File: config.mk
export PLATFORM = sky130hd
export DESIGN_NAME = axi4_wr_master
export DESIGN_NICKNAME = d
export VERILOG_FILES = /design/src/rtl/axi4_pkg.sv /design/src/rtl/axi4_wr_master.sv
export SDC_FILE = /design/constraint.sdc
export NUM_CORES = 1
export LEC_CHECK = 0
export CORE_ASPECT_RATIO = 0.7
export CORE_MARGIN = 2
export CORE_UTILIZATION = 42
export DETAILED_ROUTE_END_ITERATION = 7
export GPL_TIMING_DRIVEN = 0
export PLACE_DENSITY = 0.81
export SLEW_MARGIN = 25
export SYNTH_ARGS = -nofsm -noshare
export SYNTH_HDL_FRONTEND = slang
export SYNTH_SLANG_ARGS = --single-unit
File: constraint.sdc
create_clock -name ACLK -period 2.3 [get_ports ACLK]
set_input_delay 0.46 -clock ACLK [delete_from_list [all_inputs] [get_ports ACLK]]
set_output_delay 0.46 -clock ACLK [all_outputs]
set_load 0.01 [all_outputs]
File: src/rtl/axi4_pkg.sv
// Shared AXI4 write-master definitions: response/burst codes, FSM states, AxSIZE helper.
package axi4_pkg;

    localparam logic [1:0] RESP_OKAY   = 2'b00;
    localparam logic [1:0] RESP_SLVERR = 2'b10;
    localparam logic [1:0] BURST_INCR  = 2'b01;

    typedef enum logic [1:0] {
        IDLE = 2'd0,
        ADDR = 2'd1,
        DATA = 2'd2,
        RESP = 2'd3
    } wr_state_e;

    // AxSIZE encoding for a bus of the given byte width.
    function automatic logic [2:0] axsize(input int unsigned bytes);
        return 3'($clog2(bytes));
    endfunction

endpackage

File: src/rtl/axi4_wr_master.sv
// Single-burst AXI4 write master: command -> AW -> W beats from din -> B -> done pulse.
// Optional B-response watchdog enabled by defining AXI4_WR_TIMEOUT_EN.
module axi4_wr_master
    import axi4_pkg::*;
#(
    parameter int unsigned ADDR_W      = 32,
    parameter int unsigned DATA_W      = 32,
    parameter int unsigned TIMEOUT_CYC = 1024
) (
    input  logic                ACLK,
    input  logic                ARESETn,
    input  logic                cmd_valid,
    output logic                cmd_ready,
    input  logic [ADDR_W-1:0]   cmd_addr,
    input  logic [7:0]          cmd_len,
    input  logic                din_valid,
    output logic                din_ready,
    input  logic [DATA_W-1:0]   din_data,
    output logic                AWVALID,
    input  logic                AWREADY,
    output logic [ADDR_W-1:0]   AWADDR,
    output logic [7:0]          AWLEN,
    output logic [2:0]          AWSIZE,
    output logic [1:0]          AWBURST,
    output logic                WVALID,
    input  logic                WREADY,
    output logic [DATA_W-1:0]   WDATA,
    output logic [DATA_W/8-1:0] WSTRB,
    output logic                WLAST,
    input  logic                BVALID,
    output logic                BREADY,
    input  logic [1:0]          BRESP,
    output logic                done,
    output logic [1:0]          done_resp,
    output logic                busy
);

    localparam int unsigned STRB_W = DATA_W / 8;

    wr_state_e  state;
    logic [7:0] beat_idx;
    logic       all_loaded;

`ifdef AXI4_WR_TIMEOUT_EN
    localparam int unsigned TMO_W = (TIMEOUT_CYC > 2) ? $clog2(TIMEOUT_CYC) : 1;
    logic [TMO_W-1:0] tmo_cnt;
`endif

    assign AWSIZE  = axsize(STRB_W);
    assign AWBURST = BURST_INCR;
    assign WSTRB   = '1;
    assign busy    = (state != IDLE);
    // One-entry W stage: refill when empty or draining, until the last beat is loaded.
    assign din_ready = (state == DATA) && (!WVALID || WREADY) && !all_loaded;

    always_ff @(posedge ACLK or negedge ARESETn) begin
        if (!ARESETn) begin
            state      <= IDLE;
            cmd_ready  <= 1'b0;
            AWVALID    <= 1'b0;
            AWADDR     <= '0;
            AWLEN      <= '0;
            WVALID     <= 1'b0;
            WDATA      <= '0;
            WLAST      <= 1'b0;
            BREADY     <= 1'b0;
            done       <= 1'b0;
            done_resp  <= '0;
            beat_idx   <= '0;
            all_loaded <= 1'b0;
`ifdef AXI4_WR_TIMEOUT_EN
            tmo_cnt    <= '0;
`endif
        end else begin
            done <= 1'b0;
            case (state)
                IDLE: begin
                    if (cmd_valid && cmd_ready) begin
                        AWADDR     <= cmd_addr;
                        AWLEN      <= cmd_len;
                        AWVALID    <= 1'b1;
                        beat_idx   <= '0;
                        all_loaded <= 1'b0;
                        cmd_ready  <= 1'b0;
                        state      <= ADDR;
                    end else begin
                        cmd_ready <= 1'b1;
                    end
                end
                ADDR: begin
                    if (AWREADY) begin
                        AWVALID <= 1'b0;
                        state   <= DATA;
                    end
                end
                DATA: begin
                    if (din_ready && din_valid) begin
                        WVALID <= 1'b1;
                        WDATA  <= din_data;
                        WLAST  <= (beat_idx == AWLEN);
                        // Index stops at AWLEN so 256-beat bursts never wrap the 8-bit counter.
                        if (beat_idx == AWLEN) all_loaded <= 1'b1;
                        else                   beat_idx   <= beat_idx + 8'd1;
                    end else if (WREADY) begin
                        WVALID <= 1'b0;
                        WLAST  <= 1'b0;
                    end
                    if (WVALID && WREADY && WLAST) begin
                        BREADY <= 1'b1;
                        state  <= RESP;
`ifdef AXI4_WR_TIMEOUT_EN
                        tmo_cnt <= '0;
`endif
                    end
                end
                RESP: begin
                    if (BVALID) begin
                        BREADY    <= 1'b0;
                        done      <= 1'b1;
                        done_resp <= BRESP;
                        cmd_ready <= 1'b1;
                        state     <= IDLE;
                    end
`ifdef AXI4_WR_TIMEOUT_EN
                    else if (tmo_cnt == TMO_W'(TIMEOUT_CYC - 1)) begin
                        BREADY    <= 1'b0;
                        done      <= 1'b1;
                        done_resp <= RESP_SLVERR;
                        cmd_ready <= 1'b1;
                        state     <= IDLE;
                    end else begin
                        tmo_cnt <= tmo_cnt + TMO_W'(1);
                    end
`endif
                end
                default: state <= IDLE;
            endcase
        end
    end

endmodule

==> After elaboration in Yosys (flattened, before gate mapping) <==
Cells that the tools add are included.
{ "op_classes": {"add_sub_neg": 1, "n_mux": 27, "eq_ne": 11, "n_reduce_logical": 26} }
{ "ops": {"columns": ["cell", "n"], "rows": [
  ["$mux 8", 3],
  ["$pmux 8 s2", 1],
  ["$mux 1", 14],
  ["$reduce_and 4->1", 3],
  ["$reduce_bool 2->1", 6],
  ["$reduce_and 2->1", 5],
  ["$add 8x1->8 const B", 1],
  ["$eq 8x8->1", 1],
  ["$mux 2", 4],
  ["$ne 2x2->1 const B", 4],
  ["$pmux 1 s2", 4],
  ["$pmux 2 s4", 1],
  ["$logic_and 1x1->1", 6],
  ["$ne 2x1->1 const B", 3],
  ["$reduce_and 3->1", 2],
  ["$eq 2x2->1 const B", 2],
  ["$eq 2x1->1 const B", 1],
  ["$logic_not 1->1", 2],
  ["$logic_not 2->1", 1],
  ["$logic_or 1x1->1", 1]
]} }
{ "totals": {"register_bits": 91, "out_inout_bits": 91} }

==> Depth between registers and ports, before layout <==
Gate-level depths: netlist of run 1.
{ "depth": {"depth_word": 7, "depth_mapped": 8} }

==> Least setup slack after synthesis of run 1 <==
No wires, ideal clock.
{ "synth_timing": {"path_type": "flip-flop to flip-flop", "from": "register state[0]", "to": "register beat_idx[5]", "synth_period_minus_slack_ps": 2112, "arrival_time_ps": 2034, "path_buffers": 0, "required_ps": 2222, "path_stages_with_launch": 8, "setup_slack_ps": 188, "setup_ps": 78, "cell_sequence": "dfrtp_1 -> inv_1 -> ha_1 -> nand2b_1 -> a2111oi_4 -> o21ai_2 -> or4_1 -> a21oi_1"} }
{ "synth_via": {"elab_chain_cells": 6, "word_cells_on_any_way": 11, "classes_between": "4 x eq/ne; 1 x mux; 6 x reduce/logical"} }
{ "synth_rtl": {"columns": ["element", "line", "rtl"], "rows": [
  ["start, declared", "axi4_wr_master.sv:40", "wr_state_e state;"],
  ["start signal, assigned", "axi4_wr_master.sv:58", "state <= IDLE;"],
  ["start signal, assigned", "axi4_wr_master.sv:85", "state <= ADDR;"],
  ["start signal, assigned", "axi4_wr_master.sv:93", "state <= DATA;"],
  ["$eq 2x2->1", "axi4_wr_master.sv:54, axi4_wr_master.sv:76", null],
  ["$logic_and 1x1->1 (2 in a row)", "axi4_wr_master.sv:54", "assign din_ready = (state == DATA) && (!WVALID || WREADY) && !all_loaded;"],
  ["$logic_and 1x1->1", "axi4_wr_master.sv:97", "if (din_ready && din_valid) begin"],
  ["$ne 2x1->1 (no line)", null, null],
  ["$reduce_and 4->1 (no line)", null, null],
  ["end signal, assigned", "axi4_wr_master.sv:103", "else beat_idx <= beat_idx + 8'd1;"],
  ["end, declared", "axi4_wr_master.sv:41", "logic [7:0] beat_idx;"]
]} }
Parallel ways exist; a longest one is shown, timed or not.
A chain may end at the register's enable or synchronous reset.

==> Final worst setup path of run 1 <==
{ "layout_timing": {"from": "input WREADY", "to": "output din_ready"} }
{ "layout_via": {"elab_chain_cells": 3} }
{ "layout_rtl": {"columns": ["element", "line", "rtl"], "rows": [
  ["start, declared", "axi4_wr_master.sv:26", "input logic WREADY,"],
  ["$logic_or 1x1->1", "axi4_wr_master.sv:54", null],
  ["$logic_and 1x1->1 (2 in a row)", "axi4_wr_master.sv:54", null],
  ["end, declared", "axi4_wr_master.sv:17", "output logic din_ready,"]
]} }
Every way passes these cells.

==> results of run 1 <==
layout make-up:
cell class	count	area, um2	area share [%]
multi-input cells	168	1450	24.1
clock inverters	6	88.8	1.47
repair buffers	164	1660	27.5
well taps	124	155	2.57
plain buffers	20	123	2.03
clock buffers	10	239	3.96
flip-flops and latches	91	2280	37.7
inverters	11	41.3	0.684
what timing repair did:
action	in CTS	in global routing
resized for setup	8	7
setup buffers	1	0
endpoints found under the setup margin	71	45
pin swaps	1	1
state kept, by name (all words and copies together), names as in the netlist, 2 cells and up:
signal,flops
AWADDR,32
AWLEN,8
WDATA,32
beat_idx,8
done_resp,2
state,2
worst reg2reg max path: stages, from the launching register on:
cell and delay [ns]:
dfrtp_1 0.41, inv_1 0.09, ha_2 0.23, nand2b_1 0.19, a2111oi_4 0.42, o21ai_2 0.13, or4_1 0.51, a21oi_1 0.14
worst paths after layout:
check / depth (start not counted) / startpoint / slack [ns] / to
setup / recovery: 4 / WREADY / 0.08 / din_ready
min in group ACLK: 1 / WDATA[3]$_DFFE_PN0P_ / 0.49 / WDATA[3]$_DFFE_PN0P_
hold / removal: 1 / ARESETn / 0.02 / AWVALID$_DFFE_PN0P_
max in group asynchronous: 2 / ARESETn / 1.69 / AWADDR[20]$_DFFE_PN0P_
setup reg to reg: 7 / state[0]$_DFFE_PN0P_ / 0.11 / beat_idx[5]$_DFFE_PN0P_
hold reg to reg: 1 / WDATA[3]$_DFFE_PN0P_ / 0.49 / WDATA[3]$_DFFE_PN0P_
power by group:
part | switching, mW | internal, mW
clock | 0.621 | 0.981
combinational | 1.38 | 2.18
sequential | 0.447 | 2.35
total | 2.45 | 5.51
cells in the mapped netlist, types with 2 or more instances:
cell type / number / area, um2
mux2_1: 7 / 78.8
buf_4: 9 / 67.6
xnor2_1: 8 / 70.1
mux2_2: 67 / 754
o22ai_1: 2 / 12.5
or3_1: 2 / 12.5
clkbuf_1: 8 / 30.0
nand2b_1: 2 / 12.5
nand2_1: 12 / 45.0
dfrtp_1: 91 / 2280
inv_1: 10 / 37.5
conb_1: 2 / 7.51
nor2_1: 7 / 26.3
nand3_1: 6 / 30.0
o21ai_0: 8 / 40.0
o31ai_1: 2 / 15.0
ha_1: 5 / 62.6
buf_2: 3 / 15.0
a21oi_1: 8 / 40.0
nand4_1: 3 / 18.8
placed cells by master, fill, tap and decap left out, drive strengths merged, types with 2 or more instances in the layout:
cell type,synthesis,layout
o31ai,2,2
mux2,74,74
nand3,6,6
conb,2,9
nand2b,2,2
inv,10,10
dfrtp,91,91
clkinvlp,0,2
clkinv,1,3
o22ai,2,2
nand2,12,12
a21oi,8,8
nand4,3,3
o21ai,10,10
clkdlybuf4s50,0,160
clkbuf,8,18
or3,2,2
xnor2,8,8
bufinv,0,2
nor2,7,7
ha,5,5
buf,12,15
kinds of logic after synthesis:
kind of cell / count (synthesis)
DFF: 91
muxes: 75
and+or+nand+nor: 38
AOI/OAI and AO/OA: 32
buffers and inverters: 31
xor gates and xnor gates: 9
adders and majority gates: 5
other: 2
per-stage QoR:
stage	hold WS, ns	std cells	total power, mW	setup TNS [ns]
6_report	0.0204	594	7.95	0
5_1_grt	0.0494	594	8.44	-0.00259
4_1_cts	0.0351	594	8.03	0
3_5_place_dp	0.402	577	6.38	-15.83
3_3_place_gp	0.470	576	6.23	-245.66
2_1_floorplan	0.164	290	4.39	0
layer usage:
layer  vias to the layer above  GRT usage, %
li1                       1338             -
met1                      1441          23.2
met2                       115          33.7
met3                        25          9.02
met4                         0          8.00
met5                         -             0
==> flow_summary.ini, run 1 <==
[cells_and_area]
area_delta_synth_final_pct = 57.2
num_antenna_cells = 0
drive_gt1_share_pct = 23.6
nNetsFinal = 551
nFillCells = 709
final_area_um2 = 6030
fin_util_pct = 67.3

[routing]
wl_met2_mm = 4.66
routed.top_layer = met4
wl_per_cell_um = 15.9
drt_pass1_iterations = 4
dr_total_vias = 2919
m1WireLength_mm = 3.75
routed-wl-met3_um = 851
detail-route-antenna-nets = 0
routed_wl_mm = 9.47
dr.first_iter.drc_count = 123
via_per_inst = 4.91
drc = 0

[synthesis]
synth_top_family_by_area = multiplexers
ys_ff_latch = 91
synth-xor-area-share_pct = 2.05
ys_seq_area_share_pct = 59.3
synth_edf_count = 0
ys.warnings.count = 0
yosysUniqueCellTypes = 41
syn_area_per_cell_um2 = 13.6
syn_inst = 283
yosys.area_share.simple_pct = 4.99
synth_ff_type = dfrtp_1
async_flop_share_pct = 100
synth.area.mux_share_pct = 22.0
syn_area_um2 = 3840
synth_compound_area_share_pct = 5.87
synth_fa_ha_area_share_pct = 1.63

[timing]
rsz0062_at_grt = yes
tightest_slew_ns = 0.547
period_share_pct = 96.6
slew_headroom_pct = 63.5
finalHoldViolCount = 0
setup_ws_ns = 0.0786
drv_slew = 0
fin_skew_ns = 0.00545
setup_viol = 0
fin_crit_ns = 2.22
max_freq_mhz = 450

[clock_tree]
holdBufCountCts = 0
cts_tree = done
clock_latency_ns = 0.34
cts.htree.levels = 3
cts_sinks = 91
path_clk_slew_ns = 0.06
numCtsBuffers = 9
clockBufferDepth = 2
cts_root_buf = clkbuf_16

[global_routing]
grt_pass1_vias = 3232
antenna_found_initial = 0
grt_usage_pct = 20.4
grt_overflow_total = 0
grt_pass1_wl_mm = 16.0
grt_max_degree = 51

[critical_path]
path_buf_inv = 2
crit_arrival_ns = 1.76
cpMaxStageDelayCell = nor2b_1
path_max_fanout = 4
end_kind = output pin
slowest_delay_ns = 0.47
required_ns = 1.84
start_kind = primary input
path_class = primary input to output pin
critPathTopFamily = buffers and inverters
path_cells = clkdlybuf4s50_1 > nor2b_1 > nor2_2 > dlygate4sd2_1

[floorplan]
coreArea_um2 = 8960
fp-row-count = 29
die_height_um = 84
initial_core_util_pct = 42.8
die-area_um2 = 9940
io_pins = 172
die_w_um = 118

[placement]
place_hpwl_mm = 7.03
gp_congestion = 0.810
dp_slack_ns = -0.313
placement.io_buffers = 162
placed_area_um2 = 5670

[pwr]
power_leakage_nw = 2.54
power.density_nw_per_um2 = 1320
ir_drop_uv = 999

[flow_run]
drv_cap = 0

[outcome]
status = complete, no violations

[worst_hold_path]
min_path_type = primary input to async pin
No activity file was read; power rests on OpenSTA's default activity.
==> inputs of run 2 (changes only) <==
--- a/config.mk
+++ b/config.mk
@@ -6,10 +6,11 @@
 export NUM_CORES = 1
 export LEC_CHECK = 0
 export CORE_ASPECT_RATIO = 0.7
-export CORE_MARGIN = 2
+export CORE_MARGIN = 4
 export CORE_UTILIZATION = 42
+export CTS_CLUSTER_DIAMETER = 120
 export DETAILED_ROUTE_END_ITERATION = 7
-export GPL_TIMING_DRIVEN = 0
+export GPL_TIMING_DRIVEN = 1
 export PLACE_DENSITY = 0.81
 export SLEW_MARGIN = 25
 export SYNTH_ARGS = -nofsm -noshare
==> flow_summary.ini, run 2 (synthesis gave the netlist of run 1 again) <==
[timing]
period_share_pct = 94.9
slew_headroom_pct = 60.5
setup_viol = 0
setup_tns_ns = 0
tightest_slew_ns = 0.592
drv_slew = 0
finalHoldViolCount = 0
fin_skew_ns = 0.00615
rsz0062_at_grt = no
fin_crit_ns = 2.18
max_freq_mhz = 458

[critical_path]
required_ns = 2.56
reg2reg_slack_ns = 0.12
path_max_fanout = 6
path_class = register to register
crit_arrival_ns = 2.44
end_kind = register
start_kind = register

[pwr]
p_total_mw = 7.96
power_leakage_nw = 2.51
ir_drop_uv = 795
power.density_nw_per_um2 = 1330

[floorplan]
die_w_um = 122
initial_core_util_pct = 44.2
coreArea_um2 = 8690
fp-row-count = 28
die_height_um = 88
io_pins = 172
die-area_um2 = 10800

[clock_tree]
numCtsBuffers = 9
clockBufferDepth = 2
path_clk_slew_ns = 0.06
cts.htree.levels = 3
holdBufCountCts = 0
cts_tree = done
cts_root_buf = clkbuf_16
clock_latency_ns = 0.33
post-cts-setup-buffer-count = 0
cts_sinks = 91

[cells_and_area]
mostFrequentLayoutCells = clkdlybuf4s50_1, dfrtp_1, mux2_2
drive_gt1_share_pct = 22.0
area_delta_synth_final_pct = 55.8
nNetsFinal = 540
mostFrequentLayoutCell = clkdlybuf4s50_1
nFillCells = 659
num_antenna_cells = 0
top_regs = AWADDR: 32 flops, WDATA: 32 flops

[outcome]
status = complete, no violations

[global_routing]
antenna_found_initial = 0
grt_util_met2_pct = 30.8
grt_pass1_wl_mm = 15.0
grt_overflow_total = 0
grt_util_met3_pct = 7.62
grt_usage_pct = 18.0
busiest_layer = met2
grt_pass1_vias = 3102
grt_max_degree = 56
gr-usage-met1_pct = 20.1

[flow_run]
drv_cap = 0

[worst_hold_path]
min_path_type = primary input to async pin

[routing]
wl_per_cell_um = 16.1
via_per_inst = 4.84
drc = 0
dr.first_iter.drc_count = 92
dr_total_vias = 2801
drt_pass1_iterations = 5
detail-route-antenna-nets = 0
routed_wl_mm = 9.35

[placement]
place_hpwl_mm = 7.03
placement.io_buffers = 162
gp_congestion = 0.850
run 2: routing by layer:
metal	wire length (um)	part of all wire, %
met1	3590	38
met5	0	0
met3	847	9.1
met2	4740	51
met4	169	1.8
run 2: cell type report:
| cell class | instances | area, um2 | share of cell area, % |
|---|---|---|---|
| inverters | 11 | 41.3 | 0.690 |
| clock inverters | 4 | 72.6 | 1.21 |
| repair buffers | 173 | 1730 | 28.8 |
| well taps | 120 | 150 | 2.51 |
| flip-flops and latches | 91 | 2280 | 38.1 |
| multi-input cells | 168 | 1460 | 24.4 |
| clock buffers | 12 | 256 | 4.29 |
run 2: through the flow:
stage	utilization [%]	area [um2]	instances	worst slack (ns)	hold slack, ns
floorplan	-	3870	290	0.188	0.164
global placement	64.9	5640	563	0.0116	0.454
detailed placement	64.9	5640	563	0.0105	0.464
CTS	68.8	5980	579	0.0849	0.0983
global route	68.9	5980	579	0.0328	0.119
finish	68.9	5980	579	0.117	0.0907
run 2: worst paths after layout:
kind,startpoint,end,depth (start not counted)
worst min-delay path,ARESETn,cmd_ready$_DFFE_PN0P_,1
worst min register to register,WDATA[0]$_DFFE_PN0P_,WDATA[0]$_DFFE_PN0P_,1
min in group ACLK,WDATA[0]$_DFFE_PN0P_,WDATA[0]$_DFFE_PN0P_,1
worst max register to register,state[0]$_DFFE_PN0P_,beat_idx[5]$_DFFE_PN0P_,7
max in group asynchronous,ARESETn,AWADDR[18]$_DFFE_PN0P_,2
worst max-delay path,state[0]$_DFFE_PN0P_,beat_idx[5]$_DFFE_PN0P_,7
run 2: timing repair:
item                                    CTS  global route
gates resized for setup                   3             1
hold endpoints to repair                  0             0
pin swaps                                 0             1
endpoints found under the setup margin    1             2
run 2: worst max-delay path: stages (launching register included):
cell and delay, ns:
dfrtp_1 0.41, inv_1 0.12, ha_2 0.25, nand3_2 0.12
a2111oi_4 0.42, o21ai_2 0.11, or4_1 0.52, a21oi_1 0.16
run 2: report_power, final:
group	internal (mW)	switching, mW	leakage [nW]
sequential	2.35	0.445	1.10
combinational	2.20	1.38	1.25
clock	1.01	0.573	0.159
total	5.56	2.40	2.51
==> inputs of run 3 (changes only) <==
--- a/config.mk
+++ b/config.mk
@@ -5,9 +5,10 @@
 export SDC_FILE = /design/constraint.sdc
 export NUM_CORES = 1
 export LEC_CHECK = 0
+export ABC_AREA = 1
 export CORE_ASPECT_RATIO = 0.7
 export CORE_MARGIN = 4
-export CORE_UTILIZATION = 42
+export CORE_UTILIZATION = 43
 export CTS_CLUSTER_DIAMETER = 120
 export DETAILED_ROUTE_END_ITERATION = 7
 export GPL_TIMING_DRIVEN = 1
==> flow_summary.ini, run 3 <==
[synthesis]
synth_area_leader_cell = dfrtp_1
syn_inst = 503
synth_top_area_share_pct = 56.4
ys_seq_area_share_pct = 56.4
synth_most_common_cell = nand2_1
synth-xor-area-share_pct = 0.651
synth_edf_count = 0
yosys.area_share.simple_pct = 31.3
synth.top_cells.by_count = nand2_1, dfrtp_1, inv_1, nor2_1, o21ai_0
synth_top_family_by_area = simple AND/OR/NAND/NOR gates
syn_area_per_cell_um2 = 8.03
synth_area_leaders = dfrtp_1, nand2_1, inv_1
async_flop_share_pct = 100
synth_fa_ha_area_share_pct = 1.55
yosysUniqueCellTypes = 27
ys_ff_latch = 91
synth_compound_area_share_pct = 2.76
synth.area.mux_share_pct = 0
syn_area_um2 = 4040
ys.warnings.count = 0
synth_ff_type = dfrtp_1

[timing]
tightest_slew_ns = 0.513
fin_crit_ns = 2.17
rsz0062_at_grt = no
setup_viol = 0
max_freq_mhz = 460
slew_headroom_pct = 65.8
drv_slew = 0
period_share_pct = 94.5
fin_skew_ns = 0.00767
setup_tns_ns = 0
finalHoldViolCount = 0
whs_ns = 0.0652

[routing]
routed_wl_mm = 11.0
detail-route-antenna-nets = 0
via_per_inst = 4.62
drt_pass1_iterations = 6
drc = 0
dr_total_vias = 3679
dr.first_iter.drc_count = 259
wl_per_cell_um = 13.8

[floorplan]
die_height_um = 89.1
initial_core_util_pct = 44.3
io_pins = 172
fp-row-count = 29
coreArea_um2 = 9110
die_w_um = 124
die-area_um2 = 11000

[flow_run]
drv_cap = 0

[critical_path]
path_cells = inv_1 > ha_1 > inv_2 > clkdlybuf4s50_1
path_class = register to output pin
path_max_fanout = 4
start_kind = register
timing.rr.start = state[0]$_DFFE_PN0P_
crit_arrival_ns = 1.71
cp-startpoint = state[0]$_DFFE_PN0P_
required_ns = 1.84
cpMaxStageDelayCell = clkdlybuf4s50_1
end_kind = output pin
slowest_delay_ns = 0.55

[clock_tree]
post-cts-setup-buffer-count = 0
cts_root_buf = clkbuf_16
clockBufferDepth = 2
cts.htree.levels = 3
post_cts_resize_count = 1
cts_tree = done
path_clk_slew_ns = 0.06
clock_latency_ns = 0.34
holdBufCountCts = 0
cts_sinks = 91
numCtsBuffers = 9

[cells_and_area]
area_delta_synth_final_pct = 50.6
drive_gt1_share_pct = 5.79
top_regs = AWADDR: 32 flops, WDATA: 32 flops
mostFrequentLayoutCell = nand2_1
fin_util_pct = 66.8
mostFrequentLayoutCells = nand2_1, clkdlybuf4s50_1, dfrtp_1
num_antenna_cells = 0
final_cells = 797
nNetsFinal = 754

[pwr]
power.density_nw_per_um2 = 1260
p_total_mw = 7.64
power_leakage_nw = 3.06
ir_drop_uv = 748

[global_routing]
grt_max_degree = 36
grt_usage_pct = 20.0
antenna_found_initial = 0
grt_pass1_vias = 3630
grt_pass1_wl_mm = 17.1
grt_overflow_total = 0

[placement]
gp_congestion = 0.855
place_hpwl_mm = 8.28
placement.io_buffers = 162
placedCellCount = 781

[worst_hold_path]
min_path_type = primary input to async pin

[outcome]
status = complete, no violations
-- run 3: changes by cell type after synthesis, sizes merged, moves of 2 or more --
cell,previous run,this run
clkbuf,8,5
xnor2,8,2
nand2,12,278
inv,10,38
a21oi,8,4
or3,2,0
mux2,74,0
nand3,6,12
buf,12,19
o21ai,10,13
nand2b,2,0
nor2,7,20
-- run 3: layout make-up --
type / instances / area, um2
clock buffer: 11 / 253
clock inverter: 5 / 60.1
fill: 740 / 3030
inverter: 39 / 148
multi-input combinational: 356 / 1500
sequential: 91 / 2280
tap: 124 / 155
timing repair buffer: 171 / 1690
-- run 3: cells by family (layout without fill, tap and decap cells) --
group	Yosys count	in the layout
AND/OR/NAND/NOR	318	318
AO/OA/AOI/OAI	21	21
flip-flops	91	91
other	2	9
XOR/XNOR	3	3
buffers and inverters	63	226
adder cells (fa/ha/maj)	5	5
-- run 3: through the flow --
stage	worst slack, ns	instance area [um2]
floorplan	0.741	4070
global placement	0.0848	5770
detailed placement	0.0846	5770
global route	0.0467	6080
CTS	0.117	6080
finish	0.127	6080
-- run 3: path summary, 6_finish.rpt --
kind                                           end  slack, ns  cells after the start
setup reg to reg           beat_idx[2]$_DFFE_PN0P_       0.51                      9
hold / removal               WDATA[11]$_DFFE_PN0P_       0.07                      1
hold reg to reg             AWADDR[27]$_DFFE_PN0P_       0.47                      2
max in group asynchronous     AWLEN[5]$_DFFE_PN0P_       1.47                      2
setup / recovery                              busy       0.13                      4
min in group ACLK           AWADDR[27]$_DFFE_PN0P_       0.47                      2
-- run 3: per-layer routing --
metal	wire [um]	share of wire [%]	GRT usage [%]	vias to the layer above
li1	-	-	-	1822
met1	4530	41	24.1	1676
met2	4910	45	31.6	168
met3	1450	13	10.2	13
met4	125	1.1	6.43	0
met5	0	0	0	-
-- run 3: where the power goes --
| part | total [mW] | switching, mW | internal [mW] |
|---|---|---|---|
| Clock | 1.52 | 0.618 | 0.905 |
| Sequential | 2.71 | 0.430 | 2.28 |
| Combinational | 3.41 | 1.68 | 1.73 |
| Total | 7.64 | 2.73 | 4.91 |
-- run 3: critical path, delay by kind of cell, from the launching register on --
family / cells / cell delay [ns]
buf+inv: 3 / 0.75
flops: 1 / 0.38
fa+ha+maj: 1 / 0.25
